==> src/rtl/uart_rx_bank8.sv <==
// uart_rx_bank8: 8N1 UART receiver that stores good bytes in an 8-slot bank.
//
// Bytes land in the slot pointed to by wr_ptr, which then advances (7 wraps to 0).
// Each slot has a valid flag. Writing into a slot whose flag is still set raises overrun.
//
// Ports
//   clk        system clock, rising edge
//   rst_n      asynchronous active-low reset
//   rxd        asynchronous serial input, idle high, LSB first
//   clr        synchronous clear of valid flags and write pointer
//   y0..y7     received byte bank, slots 0..7
//   valid      per-slot "holds an unread byte" flags
//   wr_ptr     slot that receives the next good byte
//   byte_done  one-cycle pulse on each committed byte
//   frame_err  one-cycle pulse when the stop bit samples low
//   overrun    one-cycle pulse when a commit overwrites a valid slot
module uart_rx_bank8 #(
   parameter int unsigned BAUD_DIV = 868
) (
   input  logic       clk,
   input  logic       rst_n,
   input  logic       rxd,
   input  logic       clr,
   output logic [7:0] y0,
   output logic [7:0] y1,
   output logic [7:0] y2,
   output logic [7:0] y3,
   output logic [7:0] y4,
   output logic [7:0] y5,
   output logic [7:0] y6,
   output logic [7:0] y7,
   output logic [7:0] valid,
   output logic [2:0] wr_ptr,
   output logic       byte_done,
   output logic       frame_err,
   output logic       overrun
);

   localparam int unsigned CW    = 16;
   localparam int unsigned NSLOT = 8;

   // Counter reload values: the sample is taken when the down-counter hits zero
   localparam logic [CW-1:0] HALF_LOAD = CW'(BAUD_DIV / 2 - 1);
   localparam logic [CW-1:0] FULL_LOAD = CW'(BAUD_DIV - 1);

   typedef enum logic [2:0] {
      IDLE      = 3'd0,
      START     = 3'd1,
      DATA      = 3'd2,
      STOP      = 3'd3,
      WAIT_HIGH = 3'd4
   } state_t;

   logic [1:0]    sync_q;
   logic          rx_s;

   state_t        state, state_d;
   logic [CW-1:0] cnt, cnt_d;
   logic [2:0]    bitn, bitn_d;
   logic [7:0]    shreg, shreg_d;

   logic          commit_c;
   logic          ferr_c;
   logic [2:0]    slot_c;
   logic [7:0]    base_valid_c;

   logic [7:0]    bank [NSLOT];

   // Two-flop synchronizer; resets to the idle (high) line level
   always_ff @(posedge clk or negedge rst_n) begin
      if (!rst_n) begin
         sync_q <= 2'b11;
      end else begin
         sync_q <= {sync_q[0], rxd};
      end
   end

   assign rx_s = sync_q[1];

   // Receiver state register
   always_ff @(posedge clk or negedge rst_n) begin
      if (!rst_n) begin
         state <= IDLE;
         cnt   <= '0;
         bitn  <= 3'd0;
         shreg <= 8'h00;
      end else begin
         state <= state_d;
         cnt   <= cnt_d;
         bitn  <= bitn_d;
         shreg <= shreg_d;
      end
   end

   // Next-state logic; the baud counter counts down and the line is sampled at zero
   always_comb begin
      state_d  = state;
      cnt_d    = cnt;
      bitn_d   = bitn;
      shreg_d  = shreg;
      commit_c = 1'b0;
      ferr_c   = 1'b0;

      unique case (state)
         IDLE: begin
            if (!rx_s) begin
               state_d = START;
               cnt_d   = HALF_LOAD;
               bitn_d  = 3'd0;
            end
         end

         START: begin
            if (cnt == '0) begin
               if (!rx_s) begin
                  state_d = DATA;
                  cnt_d   = FULL_LOAD;
               end else begin
                  // A line that came back high is treated as a glitch
                  state_d = IDLE;
               end
            end else begin
               cnt_d = cnt - CW'(1);
            end
         end

         DATA: begin
            if (cnt == '0) begin
               shreg_d = {rx_s, shreg[7:1]};
               cnt_d   = FULL_LOAD;
               if (bitn == 3'd7) begin
                  state_d = STOP;
               end else begin
                  bitn_d = bitn + 3'd1;
               end
            end else begin
               cnt_d = cnt - CW'(1);
            end
         end

         STOP: begin
            if (cnt == '0) begin
               if (rx_s) begin
                  commit_c = 1'b1;
                  state_d  = IDLE;
               end else begin
                  ferr_c  = 1'b1;
                  state_d = WAIT_HIGH;
               end
            end else begin
               cnt_d = cnt - CW'(1);
            end
         end

         WAIT_HIGH: begin
            // Stay here until the line idles, so a held break is not read as a start bit
            if (rx_s) begin
               state_d = IDLE;
            end
         end

         default: begin
            state_d = IDLE;
         end
      endcase
   end

   // A clr on the commit cycle restarts the bank, so the byte goes to slot 0
   always_comb begin
      slot_c       = clr ? 3'd0 : wr_ptr;
      base_valid_c = clr ? 8'h00 : valid;
   end

   // Byte bank, flags, pointer and status pulses
   always_ff @(posedge clk or negedge rst_n) begin
      if (!rst_n) begin
         for (int i = 0; i < NSLOT; i++) begin
            bank[i] <= 8'h00;
         end
         valid     <= 8'h00;
         wr_ptr    <= 3'd0;
         byte_done <= 1'b0;
         frame_err <= 1'b0;
         overrun   <= 1'b0;
      end else begin
         byte_done <= commit_c;
         frame_err <= ferr_c;
         overrun   <= 1'b0;
         if (commit_c) begin
            bank[slot_c] <= shreg;
            valid        <= base_valid_c | (8'h01 << slot_c);
            wr_ptr       <= slot_c + 3'd1;
            overrun      <= !clr && valid[wr_ptr];
         end else if (clr) begin
            valid  <= 8'h00;
            wr_ptr <= 3'd0;
         end
      end
   end

   assign y0 = bank[0];
   assign y1 = bank[1];
   assign y2 = bank[2];
   assign y3 = bank[3];
   assign y4 = bank[4];
   assign y5 = bank[5];
   assign y6 = bank[6];
   assign y7 = bank[7];

endmodule

==> config.mk <==
export PLATFORM = sky130hd
export DESIGN_NAME = uart_rx_bank8
export DESIGN_NICKNAME = d
export VERILOG_FILES = /design/src/rtl/uart_rx_bank8.sv
export SDC_FILE = /design/constraint.sdc
export NUM_CORES = 1
export LEC_CHECK = 0
export BUFFER_PORTS_ARGS = -buffer_cell sky130_fd_sc_hd__buf_2
export CAP_MARGIN = 20
export CORE_MARGIN = 2
export CORE_UTILIZATION = 50
export DETAILED_ROUTE_END_ITERATION = 8
export GPL_ROUTABILITY_DRIVEN = 1
export HOLD_SLACK_MARGIN = 0.15
export PLACE_DENSITY = 0.83
export SLEW_MARGIN = 5
export SYNTH_ARGS = -nofsm -noshare
export SYNTH_HDL_FRONTEND = slang
export SYNTH_SLANG_ARGS = --single-unit
==> constraint.sdc <==
create_clock -name clk -period 2.7 [get_ports clk]
set_input_delay 0.27 -clock clk [delete_from_list [all_inputs] [get_ports clk]]
set_output_delay 0.27 -clock clk [all_outputs]
set_load 0.02 [all_outputs]
## Yosys cells after proc, flatten, opt, wreduce, memory -nomap -nowiden

Index checks and enable logic that the tools add are counted.

- Flip-flop bits (word level): 110
- Bits of input ports: 4
- Word-level logic and storage cells: 87

- Add/sub/neg operators: 3
- $lt $le $gt $ge: 3
- Equal/unequal tests: 14
- Shifts and indexed selects: 1
- Multiplexer cells: 35
- Bitwise gates (word level): 2
- Reductions and logical operators: 11

Operators by type and width:

| kind | count |
|---|---|
| two-way mux 16 bit | 5 |
| bitwise mux 64 bit | 1 |
| case mux 16 bit (4 select lines) | 1 |
| two-way mux 3 bit | 12 |
| demux 8 bit (select 3 bit) | 1 |
| two-way mux 8 bit | 3 |
| logical NOT 16 bit | 1 |
| inequality test 2 bit, second input constant | 8 |
| subtractor 16 x 1 -> 16 bit, second input constant | 1 |
| case mux 3 bit (5 select lines) | 1 |
| two-way mux 1 bit | 8 |
| bitwise OR 8 bit | 1 |
| AND reduction 4 bit | 2 |
| left shift 1 x 3 -> 8 bit, first input constant | 1 |
| adder 3 x 1 -> 3 bit, second input constant | 2 |
| == test 3 x 2 -> 1 bit, second input constant | 2 |
| == test 3 bit, second input constant | 2 |
| case mux 3 bit (2 select lines) | 1 |
| AND reduction 6 bit | 1 |
| greater-or-equal comparator 4 bit, second input constant | 1 |
| less-than comparator 3 x 4 -> 1 bit, second input constant | 1 |
| less-than comparator 4 x 1 -> 1 bit, second input constant | 1 |
| NOT 3 -> 4 bit | 1 |
| nonzero test 4 bit | 1 |
| 9 further kinds | 10 |

## Depth between registers and ports, before layout

- Depth after elaboration: 7
- Mapped depth: 9

## Worst setup path after synthesis

OpenSTA, ideal clock, no wires.

- Path type: register -> register
- Start point: register cnt[11]
- End point: register bank (netlist bit y3[0])
- Library setup time: 125 ps
- Data arrival time: 2674 ps
- Data required time: 2575 ps
- Slack: -99 ps
- Cell stages (with the launch flop): 7
- Buffers on the path: 1
- Clock period less this slack: 2799 ps
- Path through: dfrtp_1 or4_1 buf_2 or4_4 or3_4 nor4_4 mux2_2

- Cells in the longest elaborated chain, start to end: 3

RTL lines:

| element | RTL line | source |
|---|---|---|
| from (decl) | 58 | `logic [CW-1:0] cnt, cnt_d;` |
| from (signal assigned) | 89 | `cnt <= cnt_d;` |
| logical NOT 16 bit | 142 | `if (cnt == '0) begin` |
| two-way mux 1 bit | 142 |  |
| two-way mux 1 bit | 104 | `unique case (state)` |
| to (signal, indexed assignment) | 190 | `bank[slot_c] <= shreg;` |
| to (decl) | 67 | `logic [7:0] bank [NSLOT];` |

No other way between the ends.
A chain may end at the register's enable or synchronous reset.

## Worst setup path after layout

- Start point: register cnt[3]
- End point: register bank (netlist bit y3[3])

The elaborated chain is that of the path after synthesis.

==> metrics.md <==
| Metric | Value |
|---|---|
| Setup TNS | `0 ns` |
| Peak supply drop | `around 0.31 mV` |
| Cell mode on critical path | `or4_4` |
| CTS buffer count | `9` |
| Period utilisation layout | `0.9989` |
| Setup violations, final | `0` |
| H-tree levels | `3` |
| Post-Syn Area | `0.004861 mm^2` |
| Initial core utilization | `0.5211` |
| Critical path capture point type | `register` |
| Initial antenna violation count | `0` |
| Pre-antenna DRT Iters | `4` |
| Clk pin slew, worst setup/hold paths | `about 0.11 ns` |
| EDFF count, synth | `0` |
| Nets@finish | `507` |
| Hold Crit Class | `in -> reg` |
| Die W | `a little over 100 um` |
| Die area | `0.01053 mm^2` |
| Syn avg cell area | `between 10 and 15 um^2` |
| Die Ht | `102.6 um` |
| CTS root buf | `clkbuf_8` |
| Total track usage | `0.2244` |
| Ant. Diodes | `0` |
| Post-layout min period | `2.697 ns` |
| Final Hold Vio Count | `0` |
| Buf/Inv on CP | `1` |
| Vias/cell | `5.534` |
| Num rows | `35` |
| Critical Path Slowest Stage Cell | `or4_4` |
| Placeable Area | `around 0.0093 mm^2` |
| Io pins | `approximately 80` |
| Sequential share of the synthesized area | `0.5668` |
| DR vias | `3470` |
| CP delay by family, top | `simple AND/OR/NAND/NOR gates` |
| Clock Skew | `around 0.011 ns` |
| Global route total overflow | `0` |
| Status | `finished clean` |
| Syn-to-layout area delta | `21.26%` |
| Layout cells sized above 1 | `0.4378` |
| Synthesized flop and latch total | `110` |
| Crit path cell chain | `or4_4 -> or4_4 -> or3_4 -> nor4_4 -> buf_6 -> mux2_2` |
| Synth warnings | `0` |
| Largest net degree at the start of global routing | `50` |
| First-pass GRT wire length | `18.00 mm` |
| Routed Antenna Nets | `0` |
| Netlist cell types | `50` |
| Crit-path max FO | `8` |
| Max Buffers Root-to-Sink | `2` |
| Final wirelength | `10.94 mm` |
| Final Power | `0.002682 W` |
| RSZ-0062 raised after global routing | `true` |
| Max stage delay on crit path | `0.56 ns` |
| GP Congestion | `approximately 0.86` |
| TritonCTS clock tree | `done` |
| IO buf count | `81` |
| Rel. slew slack | `0.5718` |
| Critical path type | `reg -> reg` |
| CP Data Required Time | `slightly below 3 ns` |
| Slew Limit Fails | `0` |
| Max-cap violations | `0` |
| Post-DP HPWL | `7.690 mm` |
| Initial DRC count | `between 100 and 150` |
| Startpoint types | `register` |
| Clk_lat worst skew | `0.38 ns` |
| Post-synthesis instance total | `390` |
| Pwr dens | `455.0 mW/mm^2` |
| Final routed DRC violation total | `0` |
| Fmax | `370.8 MHz` |
| WL/cell | `17.45 um` |
| LEAKAGE | `3.058 nW` |
| Async SR Flop Fraction | `1.000` |
| Total clock sinks | `110` |
| Syn_nets | `404` |
| Worst Path Arrival | `2.97 ns` |
| Vias in the first global route | `3471` |
| Worst-margin pin slew | `around 0.64 ns` |
| Most used DFF post-synth | `dfrtp_1` |
-- layer usage --
layer	vias up	part of all wire	GRT usage
met2	108	0.49	0.3615
met3	16	0.069	0.07051
met5	-	0	0
met1	1740	0.42	0.2930
met4	0	0.015	0.06974
li1	1606	-	-
-- layout by cell type (no fill, tap or decap), drive strengths merged, types with 7 or more instances in the layout --
master | netlist | final
a21oi | 16 | 16
buf | 9 | 112
clkbuf | 13 | 11
dfrtp | 108 | 108
ha | 10 | 10
inv | 14 | 17
mux2 | 72 | 72
nand2 | 17 | 17
nand3 | 7 | 7
nor2 | 19 | 19
nor3 | 8 | 8
o21ai | 19 | 19
or3 | 9 | 9
or4 | 7 | 7
-- synthesized netlist by cell type (all sizes together) (3+ instances only) --
cell	n	share of area
dfrtp	108	0.56
mux2	72	0.17
nor2	19	0.015
o21ai	19	0.020
nand2	17	0.013
a21oi	16	0.016
inv	14	0.011
clkbuf	13	0.010
ha	10	0.026
buf	9	0.0075
or3	9	0.013
nor3	8	0.011
nand3	7	0.0072
or4	7	0.012
nor4	5	0.014
o21a	5	0.0077
xnor2	5	0.0090
a31oi	4	0.0051
nand2b	4	0.0051
a211oi	3	0.0046
mux2i	3	0.0062
o31ai	3	0.0046
-- what timing repair did --
item / CTS / global route
gates resized for setup: 2 / 8
endpoints found under the setup margin: 8 / 34
buffers inserted: 1 / 1
endpoints found under the hold margin: 48 / 0
pin swaps: 1 / 1
hold buffers: 2 / 0
-- registers in the layout, summed over array words and instances, names as in the netlist, 2 cells and up --
| name | count |
|---|---|
| y6 | 8 |
| y1 | 8 |
| y2 | 8 |
| cnt | 16 |
| state | 3 |
| shreg | 8 |
| y7 | 8 |
| bitn | 3 |
| y5 | 8 |
| wr_ptr | 3 |
| y0 | 8 |
| y4 | 8 |
| y3 | 8 |
| valid | 8 |
| sync_q | 2 |
-- where the power goes --
| group | switching (W) | internal [W] | leakage, nW |
|---|---|---|---|
| Sequential | 0.00000250 | 0.00165 | 1.51 |
| Combinational | 0.0000379 | 0.0000101 | 1.45 |
| Clock | 0.000599 | 0.000383 | 0.0952 |
| Total | 0.000640 | 0.00204 | 3.06 |
-- metrics by stage --
step / cells / cell area [um^2] / worst slack [ns] / util / hold WS, ns
2_1_floorplan: 390 / 4880 / -0.09918 / - / -0.02559
3_3_place_gp: 607 / 5632 / 0.07789 / 0.6038 / 0.3280
3_5_place_dp: 607 / 5632 / -0.01096 / 0.6038 / 0.3380
4_1_cts: 626 / 5861 / 0.02779 / 0.6283 / 0.1981
5_1_grt: 627 / 5894 / -0.03299 / 0.6319 / 0.2131
6_report: 627 / 5894 / 0.003060 / 0.6319 / 0.2104
-- final timing paths --
check / start / end / slack [ns] / cells past startpoint
setup / recovery: cnt[3] / y3[3] / 0.003 / 6
hold / removal: clr / valid[4] / 0.21 / 2
setup reg to reg: cnt[3] / y3[3] / 0.003 / 6
hold reg to reg: sync_q[0] / sync_q[1] / 0.37 / 0
max in group asynchronous: rst_n / y2[6] / 1.52 / 3
min in group asynchronous: rst_n / cnt[4] / 0.46 / 2
-- layout make-up --
class                      instances  area (um^2)
clock buffer                      11        141.4
clock inverter                     5        52.55
fill                             693         3433
inverter                          14        52.55
multi-input combinational        244         2013
sequential                       110         2755
tap                              129        161.4
timing repair buffer             114        718.2
-- cells by family (layout without fill, tap and decap cells) --
logic type               Yosys count  in the layout  share of synthesized area
adder cells (fa/ha/maj)           10             10                    0.02574
XOR/XNOR                           6              6                    0.01081
AND/OR/NAND/NOR                   89             89                     0.1073
buffers and inverters             36            144                    0.02832
multiplexers                      77             77                     0.1822
AO/OA/AOI/OAI                     62             62                    0.07877
flip-flops                       110            110                     0.5668
Note: power is estimated with default switching activity, not from simulation.
